<file path="src/rtl/pll_seq_pkg.sv">
// Shared definitions for the PLL reset sequencer.
//   - FSM state encoding, also driven out on the 'state' status port
//   - counter width helper sized from the longest timed interval
package pll_seq_pkg;

    localparam logic [1:0] PLL_RST   = 2'd0;  // PLL held in reset for HOLD_CYCLES
    localparam logic [1:0] WAIT_LOCK = 2'd1;  // waiting for lock, bounded by LOCK_TIMEOUT
    localparam logic [1:0] STABLE    = 2'd2;  // lock must stay high for STABLE_CYCLES
    localparam logic [1:0] RUN       = 2'd3;  // system reset released

    // The counter only ever has to reach (limit - 1) of the state it is in,
    // so clog2 of the largest limit is enough. Never return less than 1 bit.
    function automatic int cnt_width(input int a, input int b, input int c);
        int m;
        m = a;
        if (b > m) m = b;
        if (c > m) m = c;
        return (m < 2) ? 1 : $clog2(m);
    endfunction

endpackage

</file>
<file path="src/rtl/pll_reset_seq_sync_ff.sv">
// Multi-stage synchroniser with asynchronous active-low clear.
// Ports:
//   clock   - destination clock
//   reset_n - asynchronous active-low clear, forces every stage to 0
//   d       - asynchronous input
//   q       - synchronised output, STAGES clocks of latency
module sync_ff #(
    parameter int STAGES = 2
) (
    input  logic clock,
    input  logic reset_n,
    input  logic d,
    output logic q
);

    logic [STAGES-1:0] sr;

    always_ff @(posedge clock or negedge reset_n) begin
        if (!reset_n) begin
            sr <= '0;
        end else begin
            sr <= {sr[STAGES-2:0], d};
        end
    end

    assign q = sr[STAGES-1];

endmodule

</file>
<file path="src/rtl/pll_reset_seq.sv">
// PLL reset / lock sequencer. Runs on the PLL reference clock so it keeps
// working while the PLL output is dead.
//
// state | meaning
// ------+------------------------------------------------------------
//   0   | PLL_RST   : pll_reset_n low for HOLD_CYCLES
//   1   | WAIT_LOCK : PLL released, waiting for lock (LOCK_TIMEOUT)
//   2   | STABLE    : lock seen, must hold for STABLE_CYCLES
//   3   | RUN       : sys_reset_n released; lock loss restarts the PLL
//
// Ports:
//   clock         - 100 MHz reference clock
//   reset_n       - asynchronous active-low reset
//   locked        - PLL lock, asynchronous to clock
//   soft_restart  - single-cycle synchronous restart request (highest priority)
//   pll_reset_n   - to PLL RESETB, low holds the PLL in reset
//   sys_reset_n   - system reset, async assert / sync deassert
//   state         - current FSM state
//   timeout_count - saturating count of lock timeouts
//   loss_count    - saturating count of lock losses while in RUN
module pll_reset_seq
    import pll_seq_pkg::*;
#(
    parameter int HOLD_CYCLES   = 16,
    parameter int LOCK_TIMEOUT  = 10000,
    parameter int STABLE_CYCLES = 1024,
    parameter int SYNC_STAGES   = 2,
    parameter int CNT_W         = 8
) (
    input  logic             clock,
    input  logic             reset_n,
    input  logic             locked,
    input  logic             soft_restart,
    output logic             pll_reset_n,
    output logic             sys_reset_n,
    output logic [1:0]       state,
    output logic [CNT_W-1:0] timeout_count,
    output logic [CNT_W-1:0] loss_count
);

    localparam int CIW = cnt_width(HOLD_CYCLES, LOCK_TIMEOUT, STABLE_CYCLES);

    localparam logic [CIW-1:0] HOLD_LAST    = CIW'(HOLD_CYCLES - 1);
    localparam logic [CIW-1:0] TIMEOUT_LAST = CIW'(LOCK_TIMEOUT - 1);
    localparam logic [CIW-1:0] STABLE_LAST  = CIW'(STABLE_CYCLES - 1);

    logic           locked_s;
    logic [CIW-1:0] cnt;

    sync_ff #(
        .STAGES (SYNC_STAGES)
    ) u_lock_sync (
        .clock   (clock),
        .reset_n (reset_n),
        .d       (locked),
        .q       (locked_s)
    );

    always_ff @(posedge clock or negedge reset_n) begin
        if (!reset_n) begin
            state         <= PLL_RST;
            cnt           <= '0;
            pll_reset_n   <= 1'b0;
            sys_reset_n   <= 1'b0;
            timeout_count <= '0;
            loss_count    <= '0;
        end else if (soft_restart) begin
            // Overrides any transition due this cycle; not counted as an event.
            state       <= PLL_RST;
            cnt         <= '0;
            pll_reset_n <= 1'b0;
            sys_reset_n <= 1'b0;
        end else begin
            case (state)
                PLL_RST: begin
                    pll_reset_n <= 1'b0;
                    sys_reset_n <= 1'b0;
                    if (cnt == HOLD_LAST) begin
                        state       <= WAIT_LOCK;
                        cnt         <= '0;
                        pll_reset_n <= 1'b1;
                    end else begin
                        cnt <= cnt + CIW'(1);
                    end
                end

                WAIT_LOCK: begin
                    if (locked_s) begin
                        state <= STABLE;
                        cnt   <= '0;
                    end else if (cnt == TIMEOUT_LAST) begin
                        state       <= PLL_RST;
                        cnt         <= '0;
                        pll_reset_n <= 1'b0;
                        if (timeout_count != '1) begin
                            timeout_count <= timeout_count + CNT_W'(1);
                        end
                    end else begin
                        cnt <= cnt + CIW'(1);
                    end
                end

                STABLE: begin
                    // A drop here is just an unstable lock, not a loss event.
                    if (!locked_s) begin
                        state <= WAIT_LOCK;
                        cnt   <= '0;
                    end else if (cnt == STABLE_LAST) begin
                        state       <= RUN;
                        sys_reset_n <= 1'b1;
                    end else begin
                        cnt <= cnt + CIW'(1);
                    end
                end

                RUN: begin
                    if (!locked_s) begin
                        state       <= PLL_RST;
                        cnt         <= '0;
                        pll_reset_n <= 1'b0;
                        sys_reset_n <= 1'b0;
                        if (loss_count != '1) begin
                            loss_count <= loss_count + CNT_W'(1);
                        end
                    end
                end

                default: begin
                    state       <= PLL_RST;
                    cnt         <= '0;
                    pll_reset_n <= 1'b0;
                    sys_reset_n <= 1'b0;
                end
            endcase
        end
    end

endmodule

</file>
<file path="config.mk">
export PLATFORM = sky130hd
export DESIGN_NAME = pll_reset_seq
export DESIGN_NICKNAME = d
export VERILOG_FILES = /design/src/rtl/pll_seq_pkg.sv /design/src/rtl/pll_reset_seq_sync_ff.sv /design/src/rtl/pll_reset_seq.sv
export SDC_FILE = /design/constraint.sdc
export NUM_CORES = 1
export LEC_CHECK = 0
export ABC_CLOCK_PERIOD_IN_PS = 2730
export BUFFER_PORTS_ARGS = -buffer_cell sky130_fd_sc_hd__clkbuf_2
export CORE_ASPECT_RATIO = 2
export CORE_MARGIN = 4
export CORE_UTILIZATION = 50
export CTS_CLUSTER_DIAMETER = 100
export CTS_CLUSTER_SIZE = 30
export DETAILED_ROUTE_END_ITERATION = 8
export PLACE_DENSITY = 0.72
export SKIP_CTS_REPAIR_TIMING = 1
export SYNTH_ARGS = -nofsm -noshare
export SYNTH_HDL_FRONTEND = slang
export SYNTH_SLANG_ARGS = --single-unit
export TNS_END_PERCENT = 5
</file>
<file path="constraint.sdc">
create_clock -name clock -period 2.73 [get_ports clock]
set_input_delay 0.4095 -clock clock [delete_from_list [all_inputs] [get_ports clock]]
set_output_delay 0.4095 -clock clock [all_outputs]
set_load 0.01 [all_outputs]
</file>
### Word-level counts from Yosys, hierarchy flattened

Cells that the tools add are included.
W data, S select, Z words.

* register bits after elaboration: 36
* input bits: 4
* output and inout bits: 20
* word-level logic and storage cells: 64

* add/subtract/negate cells: 3
* equality and inequality tests: 17
* multiplexer cells: 26
* bitwise operators: 2
* reduce and logical (&&, ||, !) cells: 9

Operator list (count)
* $mux W14: 7
* $pmux W14 S4: 1
* $add A8 B1 Y8 const B: 2
* $ne A8 B8 Y1 const B: 2
* $reduce_and A4 Y1: 4
* $ne A3 B3 Y1 const B: 5
* $add A14 B1 Y14 const B: 1
* $eq A14 B10 Y1 const B: 1
* $eq A14 B14 Y1 const B: 1
* $eq A14 B4 Y1 const B: 1
* $mux W2: 7
* $mux W1: 8
* $ne A4 B4 Y1 const B: 2
* $pmux W2 S4: 1
* $reduce_bool A4 Y1: 2
* $pmux W1 S3: 2
* $reduce_and A5 Y1: 1
* $eq A2 B2 Y1 const B: 2
* $ne A4 B3 Y1 const B: 1
* $ne A3 B2 Y1 const B: 1
* $eq A2 B1 Y1 const B: 1
* $logic_not A2 Y1: 1
* $not A1 Y1: 2
* $reduce_and A2 Y1: 1

### Depth between registers and ports, before layout

* word-level depth: 5
* mapped depth: 7
* mapped depth without buffers: 6

### Cells and area by module

Synthesis repeated with hierarchy kept, for this count alone.

* cells, all modules: 193
* area total of the unflattened synthesis: 2004.4 um^2

By module, submodules not included
* pll_reset_seq: instances 1, cells an instance 191, area each 1954.4 um^2, seq. area each 850.8 um^2
* sync_ff: instances 1, cells an instance 2, area each 50.0 um^2, seq. area each 50.0 um^2

### Worst setup path after synthesis

Ideal clock, no wire load.

* kind: reg-to-reg
* start: reg state[1]
* end: reg cnt[11]
* arrival: 1.842 ns
* data required time: 2.647 ns
* setup slack: 0.806 ns
* cell stages (with the launch flop): 8
* path buffers: 2
* period minus slack after synthesis: 1.924 ns
* path through: dfrtp_1 -> buf_4 -> nor4b_4 -> a21oi_2 -> o221a_4 -> buf_6 -> or4_1 -> o21ai_0

* word-level cells in the longest chain between the ends: 3

Ends and longest elaborated chain
* from (decl): RTL line pll_reset_seq.sv:36 `output logic [1:0] state,`
* from (signal assigned): RTL line pll_reset_seq.sv:61 `state <= PLL_RST;`
* from (signal assigned): RTL line pll_reset_seq.sv:69 `state <= PLL_RST;`
* from (signal assigned): RTL line pll_reset_seq.sv:79 `state <= WAIT_LOCK;`
* $eq A2 B2 Y1 (tied with other cells): RTL line pll_reset_seq.sv:74 `case (state)`
* $pmux W14 S4 (tied with other cells): RTL line pll_reset_seq.sv:74
* $mux W14 or $reduce_and A2 Y1 (tied branches)
* to (signal assigned): RTL line pll_reset_seq.sv:83 `cnt <= cnt + CIW'(1);`
* to (signal assigned): RTL line pll_reset_seq.sv:99 `cnt <= cnt + CIW'(1);`
* to (signal assigned): RTL line pll_reset_seq.sv:112 `cnt <= cnt + CIW'(1);`
* to (decl): RTL line pll_reset_seq.sv:48 `logic [CIW-1:0] cnt;`

Several ways; a longest one is shown, not always the timed one.
A chain may end at the register's enable or synchronous reset.

### Worst setup path after layout

* start: reg cnt[0]
* end: reg cnt[10]

* word-level cells in the longest chain between the ends: 5

Ends and longest elaborated chain
* $add A14 B1 Y14 or $eq A14 B14 Y1 (tied branches)
* $mux W14 (on tied branches): RTL line pll_reset_seq.sv:108, pll_reset_seq.sv:91
* $mux W14 (on tied branches): RTL line pll_reset_seq.sv:105, pll_reset_seq.sv:88
* $pmux W14 S4: RTL line pll_reset_seq.sv:74
* $mux W14: RTL line pll_reset_seq.sv:67 `end else if (soft_restart) begin`

Several ways; a longest one is shown, not always the timed one. The select of a mux whose other input is x is not followed.

==> metrics.cfg <==
[run_status]
status = finished, final reports clean

[synth]
synthCells = 189
synth_edf_count = 0
synthesis.area_um2 = 1940
ys_types = 49
yosys_register_bits = 36
ys_seq_area_frac = 0.464
synth_warnings = 0
synth_nets = 196
synthFlopType = dfrtp_1
async_reset_ff_frac = 1.00
syn_avg_cell_area_um2 = 10.3

[routing]
drc = 0
wl_met2_mm = 2.50
drt-vias-per-instance = 6.20
wire_per_inst_um = 16.8
routed_wl_mm = 4.39
first_pass_iters = 6
num_vias = 1625
routed.top_layer = met4
first_iter_violations = 64
ant_nets = 0
wl_met3_um = 186
wl_met1_mm = 1.57

[power_and_ir_drop]
seqPwrFrac = 0.502
switching_share = 0.195
powerDensity_nw_per_um2 = 494
ir_drop_mv = 0.522
power_frac_comb = 0.036
clkPwrFrac = 0.462
p_int_mw = 0.873
leakage_nw = 1.01
p_sw_mw = 0.212

[timing]
relSlewSlack = 0.421
setup_slack_ns = 0.529
fmax_mhz = 454
worst_pin_slew_ns = 0.869
slew_violations = 0
setup_viol = 0
setup_tns_ns = 0
rsz0062_at_grt = false
fin_crit_sh = 0.806
finalCriticalPeriod_ns = 2.20
skew_ns = 0.00476
hold_viol_final = 0
holdWs_ns = 0.222

[clocking]
clockBufferDepth = 2
clockRootBuffer = clkbuf_8
cts_made_buffers = 5
clock_latency_ns = 0.29
path_clk_slew_ns = 0.07
cts_num_sinks = 36
h-tree-depth = 2
cts_tree = yes

[global_route]
antenna_found_initial = 0
grt_overflow = 0
grt_first_pass_wirelength_mm = 7.65
gr-usage-all-layers = 0.204
grt_pass1_vias = 1630
grt_max_degree = 37

[setup_path]
slowest_stage = a31oi_1
crit_path_max_incr_delay_ns = 0.60
worstPathMaxFanout = 9
path_class = register to register
path_cells = ha_1 -> nand3_1 -> nor4_1 -> a31oi_1 -> o21ai_0 -> a21o_1
crit_arrival_ns = 2.38
worstSetupStartpointType = register
crit_buf_inv = 0
cp.required_ns = 2.91
cpLargestDelayFamily = compound AO/OA/AOI/OAI gates
cp-end-kind = register

[die]
num_io_pins = 24
die-area_um2 = 5010
coreArea_um2 = 3680
start_util = 0.527
die_y_um = 96.2
num_rows = 31
dieWidth_um = 52.1

[final_layout]
fin_util = 0.596
mostFrequentLayoutCell = dfrtp_1
fin_nets = 219
syn_to_final_growth_pct = 13.0
mostFrequentLayoutCells = 36 x dfrtp_1, 23 x clkbuf_2, 14 x nand2_1
antennaDiodeCount = 0
drive_gt1_frac = 0.192

[placed_design]
dp_hpwl_mm = 3.21
port-buffer-count = 23
gp_congestion = 0.964
pre_cts_ws_ns = 0.575

[min_path]
hold_path_class = input port to async pin

[flow_run]
maxCapViolCount = 0

[layout make-up]
type / count / area, µm²
timing repair buffer: 23 / 115
sequential: 36 / 901
tap: 49 / 61.3
inverter: 4 / 15.0
multi-input combinational: 142 / 977
clock buffer: 7 / 96.3
fill: 306 / 1490
clock inverter: 1 / 30.0
[through the flow]
step / cells / power (mW) / area, µm²
after global placement: 254 / 0.592 / 2070
final: 262 / 1.08 / 2200
after global routing: 262 / 1.13 / 2200
after detailed placement: 254 / 0.595 / 2070
after CTS: 262 / 1.10 / 2200
after floorplan: 189 / 0.579 / 1940
[synth_stat cells, drive strengths merged (4+ instances only)]
cell type  number  area share
nand2          14       0.027
nand4           9       0.029
nor3            4       0.010
xor2            7       0.032
xnor2           7       0.032
and3            5       0.016
nor4            4       0.021
nor2           12       0.026
inv             4      0.0077
and2            4       0.013
dfrtp          36        0.46
a21oi           7       0.020
nor2b           5       0.016
nand3           8       0.021
or4             5       0.021
a22o            6       0.027
buf             6       0.023
o21ai          13       0.033
[path summary, 6_finish.rpt]
check / start / slack (ns) / cells past startpoint / endpoint
setup / recovery: cnt[0]$_DFFE_PN0P_ / 0.53 / 6 / cnt[10]$_DFFE_PN0P_
hold / removal: reset_n / 0.22 / 1 / state[0]$_DFFE_PN0P_
hold reg to reg: u_lock_sync.sr[0]$_DFF_PN0_ / 0.36 / 0 / u_lock_sync.sr[1]$_DFF_PN0_
min in group clock: locked / 0.23 / 1 / u_lock_sync.sr[0]$_DFF_PN0_
max in group asynchronous: reset_n / 1.96 / 1 / cnt[0]$_DFFE_PN0P_
setup reg to reg: cnt[0]$_DFFE_PN0P_ / 0.53 / 6 / cnt[10]$_DFFE_PN0P_
[cells by family (layout without fill, tap and decap cells)]
group / after synthesis / count (layout) / share of synthesized area
buf+inv: 11 / 35 / 0.0335
flops: 36 / 36 / 0.464
xor+xnor: 14 / 14 / 0.0631
mux: 3 / 3 / 0.0167
fa+ha+maj: 3 / 3 / 0.0193
simple gates: 83 / 83 / 0.263
compound gates: 39 / 39 / 0.140
[metal layers]
layer | track usage | up-vias
met5 | 0 | -
met3 | 0.0403 | 23
met1 | 0.217 | 790
li1 | - | 748
met4 | 0.0985 | 0
met2 | 0.371 | 64
[power by group through the flow]
stage | combinational (mW) | sequential, mW | clock [mW]
6_report | 0.0393 | 0.545 | 0.501
5_1_grt | 0.0457 | 0.545 | 0.537
4_1_cts | 0.0404 | 0.544 | 0.514
3_5_place_dp | 0.0403 | 0.555 | 0
3_3_place_gp | 0.0382 | 0.554 | 0
2_1_floorplan | 0.0254 | 0.553 | 0
[registers in the layout, indices dropped and copies added (netlist names)]
name            flops
pll_reset_n         1
timeout_count       8
loss_count          8
state               2
cnt                14
sys_reset_n         1
u_lock_sync.sr      2
Power figures use the tool's default switching activity.
